==> src/rtl/dffen_mon.sv <==
// -----------------------------------------------------------------------------
// dffen_mon
//
// Watches a bank of flop-enable signals and flags two kinds of misbehaviour:
//   * unknown enable : en[i] is X or Z in a sampled cycle
//   * stuck enable   : en[i] has been high for more than MAX_RUN cycles in a row
// The first error is latched (lowest channel wins, unknown beats stuck on the
// same channel) and held until acknowledged. Errors that arrive while one is
// already latched set the sticky miss flag. Each channel also keeps a
// saturating count of its enable-high cycles.
//
// Parameters
//   N        number of monitored channels (1..32)
//   MAX_RUN  longest allowed run of consecutive high cycles; 0 = no stuck check
//   CNT_W    width of each activity counter (>= 4)
//
// Ports
//   clk       in   sole clock, rising edge
//   rst_n     in   synchronous active-low reset
//   en        in   [N]           monitored flop-enables
//   clr       in   clears activity counters and miss
//   err_ack   in   acknowledges the latched error (ignored when none latched)
//   err       out  high while an error is latched
//   err_ch    out  [CH_W]        channel of the latched error
//   err_code  out  [2]           01 unknown enable, 10 stuck enable
//   miss      out  sticky: error seen while another was latched
//   act_cnt   out  [N*CNT_W]     activity count of channel i at [i*CNT_W +: CNT_W]
// -----------------------------------------------------------------------------
module dffen_mon #(
   parameter int N       = 4,
   parameter int MAX_RUN = 16,
   parameter int CNT_W   = 16,
   localparam int CH_W   = (N > 1) ? $clog2(N) : 1
) (
   input  logic               clk,
   input  logic               rst_n,
   input  logic [N-1:0]       en,
   input  logic               clr,
   input  logic               err_ack,
   output logic               err,
   output logic [CH_W-1:0]    err_ch,
   output logic [1:0]         err_code,
   output logic               miss,
   output logic [N*CNT_W-1:0] act_cnt
);

   localparam int  RUN_W    = (MAX_RUN > 0) ? $clog2(MAX_RUN + 1) : 1;
   localparam bit  STUCK_ON = (MAX_RUN != 0);

   typedef enum logic [1:0] {
      CODE_NONE    = 2'b00,
      CODE_UNKNOWN = 2'b01,
      CODE_STUCK   = 2'b10
   } err_code_e;

   typedef enum logic {
      ARMED,
      LATCHED
   } state_e;

   // Per-channel classification of the current en sample.
   logic [N-1:0] en_one;   // en[i] is a clean 1
   logic [N-1:0] unk;      // en[i] is X or Z
   logic [N-1:0] stuck;    // en[i] just completed its (MAX_RUN+1)th high cycle

   // ---------------------------------------------------------------------------
   // Per-channel run tracking and activity counting
   // ---------------------------------------------------------------------------
   for (genvar i = 0; i < N; i++) begin : g_ch
      logic [RUN_W-1:0] run_q;      // consecutive high cycles seen so far
      logic             reported_q; // stuck already reported for this run
      logic [CNT_W-1:0] cnt_q;

      // Four-state compare: a 2-state netlist sees these as constant, a 4-state
      // simulator flags X/Z on the enable.
      assign en_one[i] = (en[i] === 1'b1);
      assign unk[i]    = (en[i] !== 1'b0) && (en[i] !== 1'b1);

      // The run counter saturates at MAX_RUN, so reported_q is what keeps a
      // channel held high from re-reporting every cycle.
      assign stuck[i]  = STUCK_ON && en_one[i] && !reported_q &&
                         (run_q == RUN_W'(MAX_RUN));

      // NOTE: sequential state is assigned with non-blocking (<=) so every flop
      // samples pre-edge values regardless of block ordering.
      always_ff @(posedge clk) begin
         if (!rst_n) begin
            run_q      <= '0;
            reported_q <= 1'b0;
         end else if (en_one[i]) begin
            if (run_q != RUN_W'(MAX_RUN))
               run_q <= run_q + 1'b1;
            if (stuck[i])
               reported_q <= 1'b1;
         end else begin
            // A low or unknown enable breaks the run and re-arms the stuck check.
            run_q      <= '0;
            reported_q <= 1'b0;
         end
      end

      // NOTE: these counters are a handful of flops per channel, not a RAM, so
      // they take the reset directly; a real memory array would not.
      always_ff @(posedge clk) begin
         if (!rst_n)
            cnt_q <= '0;
         else if (clr)
            cnt_q <= '0;                 // clear wins over a same-cycle increment
         else if (en_one[i] && (cnt_q != {CNT_W{1'b1}}))
            cnt_q <= cnt_q + 1'b1;
      end

      assign act_cnt[i*CNT_W +: CNT_W] = cnt_q;
   end

   // ---------------------------------------------------------------------------
   // Error selection: lowest channel index wins, unknown beats stuck
   // ---------------------------------------------------------------------------
   logic            sel_hit;
   logic [CH_W-1:0] sel_ch;
   err_code_e       sel_code;

   // NOTE: every always_comb output gets a default before any conditional
   // assignment so no path leaves it unassigned and a latch is never inferred.
   always_comb begin
      sel_hit  = 1'b0;
      sel_ch   = '0;
      sel_code = CODE_NONE;
      // Scan downwards so the lowest erroring channel is the last writer.
      for (int i = N - 1; i >= 0; i--) begin
         if (unk[i] || stuck[i]) begin
            sel_hit  = 1'b1;
            sel_ch   = CH_W'(i);
            sel_code = unk[i] ? CODE_UNKNOWN : CODE_STUCK;
         end
      end
   end

   // ---------------------------------------------------------------------------
   // Latch FSM with registered outputs
   // ---------------------------------------------------------------------------
   state_e    state_q;
   err_code_e code_q;

   always_ff @(posedge clk) begin
      if (!rst_n) begin
         state_q <= ARMED;
         err     <= 1'b0;
         err_ch  <= '0;
         code_q  <= CODE_NONE;
         miss    <= 1'b0;
      end else begin
         case (state_q)
            ARMED: begin
               // err_ack has no meaning here and is ignored.
               if (sel_hit) begin
                  state_q <= LATCHED;
                  err     <= 1'b1;
                  err_ch  <= sel_ch;
                  code_q  <= sel_code;
               end
            end
            LATCHED: begin
               // A new error is never latched while one is held, even in the
               // acknowledge cycle; it only raises miss.
               if (sel_hit)
                  miss <= 1'b1;
               if (err_ack) begin
                  state_q <= ARMED;
                  err     <= 1'b0;
               end
            end
            default: begin
               state_q <= ARMED;
               err     <= 1'b0;
            end
         endcase

         // clr zeroes miss even if an error would set it this cycle.
         if (clr)
            miss <= 1'b0;
      end
   end

   assign err_code = code_q;

endmodule
==> config.mk <==
export PLATFORM = sky130hd
export DESIGN_NAME = dffen_mon
export DESIGN_NICKNAME = d
export VERILOG_FILES = /design/src/rtl/dffen_mon.sv
export SDC_FILE = /design/constraint.sdc
export NUM_CORES = 1
export LEC_CHECK = 0
export CORE_MARGIN = 5
export CORE_UTILIZATION = 39
export CTS_CLUSTER_DIAMETER = 100
export CTS_CLUSTER_SIZE = 20
export DETAILED_ROUTE_END_ITERATION = 8
export PLACE_DENSITY = 0.66
export SYNTH_ARGS = -nofsm -noshare
export SYNTH_HDL_FRONTEND = slang
export SYNTH_SLANG_ARGS = --single-unit
export TNS_END_PERCENT = 100
==> constraint.sdc <==
create_clock -name clk -period 2.1 [get_ports clk]
set_input_delay 0.42 -clock clk [delete_from_list [all_inputs] [get_ports clk]]
set_output_delay 0.42 -clock clk [all_outputs]
set_load 0.01 [all_outputs]
# [After elaboration in Yosys (flattened, before gate mapping)]
# Cells that the tools add are included.
[totals] input_bits=8 out_inout_bits=70 word_cells=107 reg_bits=95
[classes] addsub=8 bitwise=2 n_eq_ne=26 n_reduce_logical=32 n_mux=22
[ops] op="16-bit by 1-bit adder with 16-bit output (second input constant)" count=4
[ops] op="16-bit != test (second input constant)" count=4
[ops] op="2-bit two-way mux" count=12
[ops] op="5-bit by 1-bit adder with 5-bit output (second input constant)" count=4
[ops] op="5-bit equality test (second input constant)" count=4
[ops] op="5-bit != test (second input constant)" count=4
[ops] op="1-bit logical AND" count=16
[ops] op="2-bit AND reduction" count=7
[ops] op="1-bit two-way mux" count=8
[ops] op="1-bit !== test (second input constant)" count=8
[ops] op="1-bit case equality test (second input constant)" count=4
[ops] op="1-bit zero test" count=4
[ops] op="1-bit logical OR" count=4
[ops] op="2-bit != test (second input constant)" count=2
[ops] op="1-bit case mux with 2 select lines" count=2
[ops] op="1-bit NOT" count=2
[ops] op="2-bit OR reduction" count=1

# [Depth between registers and ports, before layout]
# Gate-level depths: netlist (run 1).
[depth] depth_word=10 mapped_depth=7 depth_no_buf=6

# [Least setup slack after synthesis (run 1)]
# OpenSTA, ideal clock, no wires.
[synth_timing] kind="reg-to-reg" from="reg g_ch[2].cnt_q[0]" to="reg g_ch[2].cnt_q[11]" t_arrival_ps=1647 setup_slack_ps=383 stages_incl_launch_ff=7 synth_period_minus_slack_ps=1717 required_ps=2030 path_buffers=1 path_cell_list="dfxtp_1 ha_1 and4_1 and4b_1 clkbuf_1 or4_1 a21oi_1"
[synth_between] elab_chain_len=2 word_cells_on_any_way=3 classes_between="add/sub: 1; eq/ne: 1; reduce/logical: 1"
[synth_lines] item="from (decl)" line_no="72" source="logic [CNT_W-1:0] cnt_q;"
[synth_lines] item="from (signal assigned)" line_no="110" source="cnt_q <= cnt_q + 1'b1;"
[synth_lines] item="parallel branches: the longest is 2 deep, another holds 16-bit by 1-bit adder with 16-bit output"
# Several ways; the timed one is not identified.
# A chain may end at the register's enable or synchronous reset.

# [Final worst setup path (run 1)]
[layout_timing] from="reg g_ch[1].cnt_q[11]" to="out act_cnt[27]"
[layout_rtl] item="from (decl)" line_no="72"
[layout_rtl] item="from (signal assigned)" line_no="110"
[layout_rtl] item="to (decl)" line_no="44" source="output logic [N*CNT_W-1:0] act_cnt"
# No word-level cell between the ends.

==> results of run 1 <==
[stage by stage]
stage | setup WS, ns | power [W] | area [um^2] | util, %
after floorplan | 0.383 | 0.00194 | 4640 | -
after global placement | 0.0516 | 0.00201 | 5720 | 49.4
after detailed placement | 0.0104 | 0.00202 | 5720 | 49.4
after CTS | 0.267 | 0.00364 | 6020 | 52.0
after global routing | 0.134 | 0.00374 | 6020 | 52.0
final | 0.282 | 0.00360 | 6020 | 52.0
[sequential cells by signal (all words and copies together), names as in the netlist]
signal           cells
err_code             1
err_ch               2
err                  1
g_ch.run_q          20
miss                 1
g_ch.cnt_q          64
state_q              1
g_ch.reported_q      4
[power by group]
part	total, W	internal [W]	switching, W
logic	0.000166	0.0000761	0.0000900
registers	0.00181	0.00180	0.0000158
clock network	0.00162	0.000924	0.000695
total	0.00360	0.00280	0.000801
[how the worst max path moves through the flow]
stage	from	end	slack [ns]
after floorplan	g_ch[2].cnt_q[0]$_SDFFE_PP0P_	g_ch[2].cnt_q[11]$_SDFFE_PP0P_	0.38
after global placement	clr	g_ch[1].cnt_q[0]$_SDFFE_PP0P_	0.05
after detailed placement	en[0]	g_ch[0].cnt_q[10]$_SDFFE_PP0P_	0.01
after CTS	g_ch[1].cnt_q[11]$_SDFFE_PP0P_	act_cnt[27]	0.27
after global routing	g_ch[3].cnt_q[0]$_SDFFE_PP0P_	g_ch[3].cnt_q[7]$_SDFFE_PP0P_	0.13
final	g_ch[1].cnt_q[11]$_SDFFE_PP0P_	act_cnt[27]	0.28
[layout make-up]
cell class / instances / area share, %
flip-flops and latches: 94 / 31.3
clock inverters: 7 / 1.25
multi-input cells: 407 / 43.2
clock buffers: 9 / 3.74
repair buffers: 104 / 16.3
inverters: 19 / 1.19
well taps: 143 / 2.97
[kinds of logic (layout without fill, tap and decap cells)]
logic type               Yosys count  count (layout)  share of synthesized area (%)
AND/OR/NAND/NOR                  247             247                           29.3
AO/OA/AOI/OAI                    112             112                           16.4
flip-flops                        94              94                           40.5
buffers and inverters             41             139                           3.53
XOR/XNOR                          22              22                           4.15
multiplexers                      13              13                           2.80
adder cells (fa/ha/maj)           12              12                           3.23
other                              1               1                         0.0808
[layer usage]
metal / vias to the layer above / global-route usage [%]
li1: 2200 / -
met1: 2067 / 21.5
met2: 106 / 26.7
met3: 19 / 3.74
met4: 2 / 5.29
met5: - / 0
[synthesized netlist by cell type (all sizes together), types with 12 or more instances]
cell type	count
dfxtp	94
nand2	43
nand3	43
nor2	37
a21oi	35
o21ai	28
nand4	22
inv	19
or3	19
nor3	16
clkbuf	13
mux2i	13
ha	12
[cells in the final DEF, fill, tap and decap left out, drive strengths merged, types with 12 or more instances in the layout]
cell and count:
nand4 22, a21oi 35, nand3 43, ha 12, or3 19, o21ai 28, mux2i 13, buf 28
clkdlybuf4s50 76, dfxtp 94, inv 19, nand2 43, nor2 37, nor3 16
==> summary.txt, run 1 <==
Area growth syn-to-layout: 29.6%
starting density of the core: 40.1%
ys flop type: dfxtp_1
dpl hpwl: 8730 um
share of the synthesized area in the top cell type: 40.5%
Die Ht: 119 um
top routing layer used: met5
clock buffer depth: 2
Port Buffers: 76
vias in the first global route: 4210
die area: 14200 um^2
sequential cell area: 1880 um^2
CTS HTree Levels: 3
hold_buf cts: 0
gr usage total: 16.4%
Post-layout nets: 655
drt pass-1 iters: 5
outcome: completed
TritonCTS Buffers: 9
Post-Syn Instances: 542
M1 WL: 5370 um
final wirelength: 11700 um
met3 routed WL: 711 um
Async SR Flop Fraction: 0%
largest net degree at the start of global routing: 25
core area: 11600 um^2
sequential share of the synthesized area: 40.5%
CP Class: register to output port
final hold violations: 0
clock latency on the worst-skew pair: 0.33 ns
Hold Path End: g_ch[2].reported_q$_SDFFE_PN0P_
antenna diode count: 0
hold_ws: 0.475 ns
main area contributors after synthesis: dfxtp_1 (41%), nand3_1 (4.5%), a21oi_1 (3.8%)
Worst setup EP type: output port
cell depth of the worst setup path: 1
register bit total from synthesis: 94
critical-path cell list: clkdlybuf4s50_1
Routed WL per cell: 14.9 um
Post-Syn Area: 4640 um^2
WP data arrival: 1.40 ns
R2R Path Start: g_ch[2].cnt_q[0]$_SDFFE_PP0P_
WHS Path Cells: 2
Synth cell types: 54
WL met2: 5410 um
antenna violations before repair: 1
number of fill cells: 1098
Syn Nets: 562
terminus of the critical flop-to-flop path: g_ch[2].cnt_q[11]$_SDFFE_PP0P_
Rows: 39
RSZ-0062 raised after global routing: false
DRT iter0 DRCs: 260
slowest stage cell, crit path: clkdlybuf4s50_1
HP Start: g_ch[2].reported_q$_SDFFE_PN0P_
Syn Area/Cell: 8.57 um^2
static leakage: 2.03 nW
Power Density: 598 nW/um^2
Hold WC Path Type: register to register
CP top delay family: buffers and inverters
FMAX: 550 MHz
Inst Count DP: 767
CP peak stage delay: 0.60 ns
Synth warnings: 0
I/O pin cnt: 78
R2R cell count: 5
Final Non-Filler Cells: 783
Worst setup SP type: register
Post CTS Setup Buffer Count: 0
vias: 4394
routability congestion estimate: 0.837
Max-cap violations: 0
fin crit share: 86.6%
Buf/Inv on CP: 1
via/cell ratio: 5.61
worst rel slew slack: 55.2%
Die Width: 119 um
multi-input logic area: 2600 um^2
Post-synth EDFFs: 0
post-route setup TNS: 0 ns
CTS tree: built
WP data required: 1.68 ns
Setup Skew: 0.00719 ns
Worst IR Drop VDD: 0.356 mV
CTS clk-pin slew, worst paths: 0.07 ns
CTS Root Cell: clkbuf_16
setup violators final: 0
first-pass GRT wire length: 19900 um
setup slack, reg-to-reg: 0.30 ns
critical path peak fanout: 8
cts repair resizes: 0
minimum clock period: 1.82 ns
DRT antenna net count: 0
final slew viol count: 0
Slew @ Worst Pin: 0.663 ns
fraction of layout cells with a size suffix above 1: 8.59%
gr ovfl total: 0
Synth area leader: dfxtp_1
Sink Count: 94
DRC: 0
No activity file was read; power rests on OpenSTA's default activity.
==> run 2: changes to the inputs <==
--- a/config.mk
+++ b/config.mk
@@ -10,7 +10,7 @@
 export CTS_CLUSTER_DIAMETER = 100
 export CTS_CLUSTER_SIZE = 20
 export DETAILED_ROUTE_END_ITERATION = 8
-export PLACE_DENSITY = 0.66
+export PLACE_DENSITY_LB_ADDON = 0.15
 export SYNTH_ARGS = -nofsm -noshare
 export SYNTH_HDL_FRONTEND = slang
 export SYNTH_SLANG_ARGS = --single-unit
==> summary.txt, run 2 (synthesis gave the netlist of run 1 again) <==
DRC: 0 (unchanged)
Die Width: 119 um (unchanged)
final slew viol count: 0 (unchanged)
largest net degree at the start of global routing: 31 (was 25)
most frequent cells in the layout: dfxtp_1 (94), clkdlybuf4s50_1 (76), nand2_1 (43), nand3_1 (42), nor2_1 (37) (unchanged)
CTS Root Cell: clkbuf_16 (unchanged)
HP Start: g_ch[1].reported_q$_SDFFE_PN0P_ (was g_ch[2].reported_q$_SDFFE_PN0P_)
dpl hpwl: 8550 um (was 8730 um)
Rows: 39 (unchanged)
R2R Path Start: g_ch[2].cnt_q[0]$_SDFFE_PP0P_ (unchanged)
FMAX: 546 MHz (was 550 MHz)
Die Ht: 119 um (unchanged)
most flop-heavy register: g_ch.cnt_q (unchanged)
max reg flops: 64 (unchanged)
DRT iter0 DRCs: 210 (was 260)
Area growth syn-to-layout: 30.3% (was 29.6%)
overall power: 0.00376 W (was 0.00360 W)
Inst Count DP: 766 (was 767)
DRT antenna net count: 0 (unchanged)
gr ovfl total: 0 (unchanged)
cts repair resizes: 0 (unchanged)
critical path peak fanout: 7 (was 8)
slowest stage cell, crit path: clkdlybuf4s50_1 (unchanged)
Reg power frac: 48.2% (was 50.4%)
Hold Path End: g_ch[1].reported_q$_SDFFE_PN0P_ (was g_ch[2].reported_q$_SDFFE_PN0P_)
GR met1 Demand/Resource: 22.2% (was 21.5%)
drt pass-1 iters: 5 (unchanged)
most common cell after layout, fill and taps aside: dfxtp_1 (unchanged)
TritonCTS Buffers: 9 (unchanged)
R2R cell count: 5 (unchanged)
CTS tree: built (unchanged)
via/cell ratio: 5.67 (was 5.61)
routability congestion estimate: 0.833 (was 0.837)
CTS clk-pin slew, worst paths: 0.06 ns (was 0.07 ns)
vias: 4433 (was 4394)
Power Density: 622 nW/um^2 (was 598 nW/um^2)
starting density of the core: 40.1% (unchanged)
CTS HTree Levels: 3 (unchanged)
Comb pwr share: 4.5% (was 4.6%)
Port Buffers: 76 (unchanged)
static leakage: 2.04 nW (was 2.03 nW)
worst rel slew slack: 56.8% (was 55.2%)
minimum clock period: 1.83 ns (was 1.82 ns)
met3 Track Usage GR: 3.70% (was 3.74%)
Max-cap violations: 0 (unchanged)
Sink Count: 94 (unchanged)
Psw: 0.000808 W (was 0.000801 W)
fin crit share: 87.3% (was 86.6%)
first-pass GRT wire length: 19700 um (was 19900 um)
Post-layout nets: 654 (was 655)
CP top delay family: buffers and inverters (unchanged)
Final Non-Filler Cells: 782 (was 783)
CP peak stage delay: 0.60 ns (about the same)
Hold WC Path Type: register to register (unchanged)
Largest regs: g_ch.cnt_q: 64 flops, g_ch.run_q: 20 flops, g_ch.reported_q: 4 flops (unchanged)
clock buffer depth: 2 (unchanged)
Worst IR Drop VDD: 0.315 mV (was 0.356 mV)
setup violators final: 0 (unchanged)
WHS Path Cells: 2 (unchanged)
Worst setup EP type: output port (unchanged)
setup slack, reg-to-reg: 0.31 ns (was 0.30 ns)
gr usage total: 16.6% (was 16.4%)
power share of the clock group: 47.2% (was 45.0%)
M2 GR Usage: 26.3% (was 26.7%)
Setup crit start: g_ch[1].cnt_q[2]$_SDFFE_PP0P_ (was g_ch[1].cnt_q[11]$_SDFFE_PP0P_)
grt peak-use layer: met2 (unchanged)
switching share of power: 21.5% (was 22.3%)
WP data required: 1.68 ns (about the same)
terminus of the critical flop-to-flop path: g_ch[2].cnt_q[11]$_SDFFE_PP0P_ (unchanged)
critical-path cell list: clkdlybuf4s50_1 (unchanged)
WP data arrival: 1.41 ns (was 1.40 ns)
antenna diode count: 0 (unchanged)
hold_buf cts: 0 (unchanged)
Setup Skew: 0.00607 ns (was 0.00719 ns)
Slew @ Worst Pin: 0.642 ns (was 0.663 ns)
I/O pin cnt: 78 (unchanged)
Worst setup SP type: register (unchanged)
Routed WL per cell: 15.1 um (was 14.9 um)
Post CTS Setup Buffer Count: 0 (unchanged)
core area: 11600 um^2 (unchanged)
die area: 14200 um^2 (unchanged)
post-route setup TNS: 0 ns (unchanged)
vias in the first global route: 4044 (was 4210)
clock latency on the worst-skew pair: 0.34 ns (was 0.33 ns)
RSZ-0062 raised after global routing: false (unchanged)
Buf/Inv on CP: 1 (unchanged)
antenna violations before repair: 1 (unchanged)
outcome: completed (unchanged)
final wirelength: 11800 um (was 11700 um)
internal power: 0.00295 W (was 0.00280 W)
fraction of layout cells with a size suffix above 1: 8.29% (was 8.59%)
final hold violations: 0 (unchanged)
CP Class: register to output port (unchanged)
## run 2: layout make-up
class                      instances  area, um^2
clock buffer                      11         243
clock inverter                     5        82.6
fill                            1060        5520
inverter                          19        71.3
multi-input combinational        407        2600
sequential                        94        1880
tap                              143         179
timing repair buffer             103         988
## run 2: power groups by stage
stage	logic [W]	clock network [W]	registers, W
CTS	0.000172	0.00182	0.00181
finish	0.000171	0.00178	0.00181
detailed placement	0.000171	0	0.00185
global placement	0.000167	0	0.00185
floorplan	0.0000872	0	0.00185
global route	0.000191	0.00189	0.00181
## run 2: how the worst max path moves through the flow
stage / endpoint / slack [ns] / cells past startpoint
after global routing: g_ch[3].cnt_q[7]$_SDFFE_PP0P_ / 0.07 / 4
after detailed placement: g_ch[2].cnt_q[15]$_SDFFE_PP0P_ / 0.03 / 5
after global placement: g_ch[2].cnt_q[8]$_SDFFE_PP0P_ / 0.09 / 4
after CTS: act_cnt[42] / 0.26 / 1
final: act_cnt[18] / 0.27 / 1
after floorplan: g_ch[2].cnt_q[11]$_SDFFE_PP0P_ / 0.38 / 6
## run 2: routing by layer
metal | wire length [um] | share of wire (%) | vias to the layer above
met5 | 20 | 0.17 | -
met4 | 153 | 1.3 | 2
met1 | 5690 | 48 | 2115
met2 | 5400 | 46 | 90
li1 | - | - | 2214
met3 | 525 | 4.5 | 12
## run 2: stage by stage
stage	area, um^2	setup WS [ns]	hold slack (ns)	util, %
floorplan	4640	0.383	0.431	-
global placement	5720	0.0910	0.445	49.5
detailed placement	5720	0.0316	0.457	49.5
CTS	6050	0.265	0.470	52.3
global route	6050	0.0659	0.492	52.3
finish	6050	0.267	0.466	52.3
==> variant 1 (config.mk and constraints of run 1) <==
Change the parameter `N` from 4 to 16.
--- a/src/rtl/dffen_mon.sv
+++ b/src/rtl/dffen_mon.sv
@@ -28,5 +28,5 @@
 // -----------------------------------------------------------------------------
 module dffen_mon #(
-   parameter int N       = 4,
+   parameter int N       = 16,
    parameter int MAX_RUN = 16,
    parameter int CNT_W   = 16,
Ports: changed (resized act_cnt, en and err_ch); port bits go from 78 to 284. The function was not compared with the original's and may differ.
==> variant 1 against run 1 <==
Count of clock-buffer cells in the layout increased by 12; sequential cell count increased by 266; register-to-register slack got worse by 0.19 ns; hold slack got worse by 0.022 ns; synthesized cell count increased to 3.6 times the old value; fmax decreased by 11%; synthesized area increased to 3.6 times the old value; utilization decreased by 1.5 points; routed wire length increased to 3.8 times the old value; design area increased to 3.6 times the old value; power increased to 3.2 times the old value; setup slack got worse by 0.23 ns; critical endpoint is now act_cnt[6].
==> variant 1: results (changes against run 1) <==
| Metric | Value |
|---|---|
| Total number of vias | `15000 (+240%)` |
| Routed wire length | `44100 µm (+280%)` |
| Post-CTS Resized | `3 (+3)` |
| Worst VDD drop | `0.000426 V (+20%)` |
| Met2 Use GR | `0.299 (+0.0321)` |
| RD Place Congestion | `0.853 (+1.9%)` |
| Area contributors post-synth | `dfxtp_1 43%, nor2_1 6.9%, xor2_1 6.9%, xnor2_1 5.4%, nand3_1 3.8%` |
| Post-Place Worst Slack | `-0.183 ns (-0.194 ns)` |
| P_leak | `0.00750 µW (+270%)` |
| Top layer in use | `met4` |
| Final Total Pwr | `11600 µW (+220%)` |
| CP arrival | `1.62 ns (+0.22 ns)` |
| Worst Hold End | `g_ch[2].reported_q` |
| Met1 Use GR | `0.242 (+0.0268)` |
| Largest net degree at the start of global routing | `74 (+200%)` |
| Worst skew pair latency | `0.54 ns (+0.21 ns)` |
| Final hold slack | `0.453 ns (-0.0218 ns)` |
| Clk pwr share | `0.351 (-0.099)` |
| Slew margin rel. | `0.610 (+0.0580)` |
| Logic power comb | `576 µW (+250%)` |
| GRT Total Usage | `0.178 (+0.0139)` |
| Met3 routed WL | `2160 µm (+200%)` |
| First-pass GRT wire length | `72900 µm (+270%)` |
| Drt initial violations | `878 (+240%)` |
| Net Count, Synth | `2014 (+260%)` |
| Run status | `complete, no violations` |
| DR pass1 iterations | `7 (+2)` |
| Port Buffers | `282 (+270%)` |
| Top flop regs | `g_ch.cnt_q (256), g_ch.run_q (80), g_ch.reported_q (16)` |
| Seq/Total Area, Yosys | `0.426 (+0.0208)` |
| CTS buffer count | `21 (+12)` |
| Flop-to-flop setup slack | `0.11 ns (-0.19 ns)` |
| Xor-xnor portion of the synthesized cell area | `0.123 (+0.0812)` |
| FF-to-FF End | `err` |
| Final net count | `2359 (+260%)` |
| Ant. Diodes | `0 (unchanged)` |
| Vias in the first global route | `14500 (+240%)` |
| Distinct cell type count after synthesis | `70 (+30%)` |
| Post-DP Area | `21100 µm² (+270%)` |
| DP HPWL | `32600 µm (+270%)` |
| Critical path fanouts, max | `6 (-2)` |
| Met3 Use GR | `0.0328 (-0.00461)` |
| Clk buf depth | `3 (+1)` |
| Post-synthesis compound-gate area fraction | `0.0944 (-0.0695)` |
| Mux share of post-synthesis cell area | `0.0136 (-0.0144)` |
| Post-Synth Adder-Cell Area | `0.0355 (+0.00317)` |
| FF-to-FF Start | `g_ch[5].run_q[0]` |
| Vias/cell | `5.21 (-7.1%)` |
| Routed wl met2 | `20700 µm (+280%)` |
| Final Instance Area | `21700 µm² (+260%)` |
| Share of post-route cells with drive strength above 1 | `0.0738 (-0.0121)` |
| H-tree Lvls | `1 (-2)` |
| Post-Synthesis Cells | `1946 (+260%)` |
| Final Skew | `0.0104 ns (+0.00322 ns)` |
variant 1: worst max-delay path by stage:
stage | from | to | slack, ns | depth (start not counted)
6_report | g_ch[0].cnt_q[6] | act_cnt[6] | 0.06 | 1
4_1_cts | g_ch[13].run_q[0] | err_ch[0] | 0.002 | 7
3_5_place_dp | en[10] | err_ch[3] | -0.18 | 6
2_1_floorplan | g_ch[6].run_q[0] | err | 0.24 | 7
3_3_place_gp | en[10] | err_ch[3] | -0.16 | 6
5_1_grt | g_ch[5].run_q[0] | err | -0.0005 | 8
variant 1: area by class of cell:
type	instances	area, µm²	area share
Tap cell	585	732	0.0337
Inverter	59	221	0.0102
Timing Repair Buffer	393	3740	0.172
Sequential cell	360	7210	0.332
Clock buffer	21	526	0.0242
Multi-Input combinational cell	1456	9280	0.427
==> variant 2 (settings of run 1) <==
Without the edit above. Register the output `act_cnt` once more, without a reset; this adds one clock of latency there. The other outputs are not delayed to match.
--- a/src/rtl/dffen_mon.sv
+++ b/src/rtl/dffen_mon.sv
@@ -59,4 +59,6 @@
    } state_e;
 
+   logic [N*CNT_W-1:0] act_cnt_d;
+
    // Per-channel classification of the current en sample.
    logic [N-1:0] en_one;   // en[i] is a clean 1
@@ -111,5 +113,5 @@
       end
 
-      assign act_cnt[i*CNT_W +: CNT_W] = cnt_q;
+      assign act_cnt_d[i*CNT_W +: CNT_W] = cnt_q;
    end
 
@@ -185,3 +187,7 @@
    assign err_code = code_q;
 
+   always_ff @(posedge clk) begin
+      act_cnt <= act_cnt_d;
+   end
+
 endmodule
Behaviour: not the same (Yosys sat finds a counterexample within 4 cycles, from zero or initial values and one cycle with rst_n low).
==> variant 2 against run 1 <==
Sequential cell count increased by 64; fmax fell by 1.3%; highest routed layer is now met4; clock power rose by 100%; combinational power is 2% lower; power rose by 80%; routed wire length rose by 9.2%; synthesized area rose by 24%; largest power group is now clock; design area grew 26%; setup slack got worse by 0.023 ns.
==> variant 2: results (changes against run 1) <==
| Metric | Value |
|---|---|
| Slowest CP cell | `or4_1` |
| Delay-heaviest family, CP | `simple AND/OR/NAND/NOR gates` |
| Met1 Wirelength | `6090 µm (+13%)` |
| Post-Place Cells | `857 (+12%)` |
| FILL cells | `1262 (+15%)` |
| Switching portion of total power | `0.210 (-0.0125)` |
| Antenna violations before repair | `0 (-1)` |
| CTS buffer count | `17 (+8)` |
| Distinct cell type count after synthesis | `56 (+3.7%)` |
| Net Count, Synth | `602 (+7.1%)` |
| Worst VDD drop | `0.000568 V (+60%)` |
| Drt initial violations | `353 (+36%)` |
| Critical path fanouts, max | `6 (-2)` |
| Seq/Total Area, Yosys | `0.550 (+0.145)` |
| Clk pwr share | `0.508 (+0.058)` |
| Area contributors post-synth | `dfxtp_1 55%, a21oi_1 3.0%, nand3_1 3.0%, nor2_1 2.9%, ha_1 2.6%` |
| FF-to-FF Start | `g_ch[3].cnt_q[1]` |
| Min-delay src | `g_ch[1].cnt_q[15]` |
| Final Total Pwr | `6490 µW (+80%)` |
| P_leak | `0.00273 µW (+35%)` |
| Total number of vias | `4746 (+8.0%)` |
| H-tree Lvls | `4 (+1)` |
| Vias in the first global route | `4424 (+5.1%)` |
| Met2 Use GR | `0.221 (-0.0458)` |
| Post-synthesis compound-gate area fraction | `0.137 (-0.0269)` |
| Routed wire length | `12700 µm (+9.2%)` |
| Routed wl met2 | `5730 µm (+5.9%)` |
| Mux share of post-synthesis cell area | `0.00871 (-0.0193)` |
| Worst skew pair latency | `0.43 ns (+0.10 ns)` |
| Run status | `complete, no violations` |
| Final net count | `712 (+8.7%)` |
| Xor-xnor portion of the synthesized cell area | `0.0335 (-0.00798)` |
| Worst Hold End | `act_cnt[31]` |
| FF-to-FF End | `g_ch[3].cnt_q[8]` |
==> variant 2: area by class of cell <==
| class | count | area share |
|---|---|---|
| Clock inverter | 14 | 0.0267 |
| Sequential cell | 158 | 0.416 |
| Inverter | 20 | 0.00988 |
| Timing Repair Buffer | 113 | 0.140 |
| Tap cell | 184 | 0.0303 |
| Clock buffer | 18 | 0.0578 |
| Multi-Input combinational cell | 382 | 0.319 |
==> variant 2: how the worst max path moves through the flow <==
stage / depth (start not counted) / start / end / slack (ns)
detailed placement: 5 / en[0] / g_ch[0].cnt_q[15] / -0.09
global route: 5 / g_ch[1].cnt_q[6] / g_ch[1].cnt_q[6] / 0.003
finish: 5 / g_ch[3].cnt_q[1] / g_ch[3].cnt_q[8] / 0.26
global placement: 5 / en[0] / g_ch[0].cnt_q[9] / -0.05
floorplan: 5 / en[3] / g_ch[3].cnt_q[8] / 0.36
CTS: 5 / g_ch[3].cnt_q[1] / g_ch[3].cnt_q[8] / 0.26
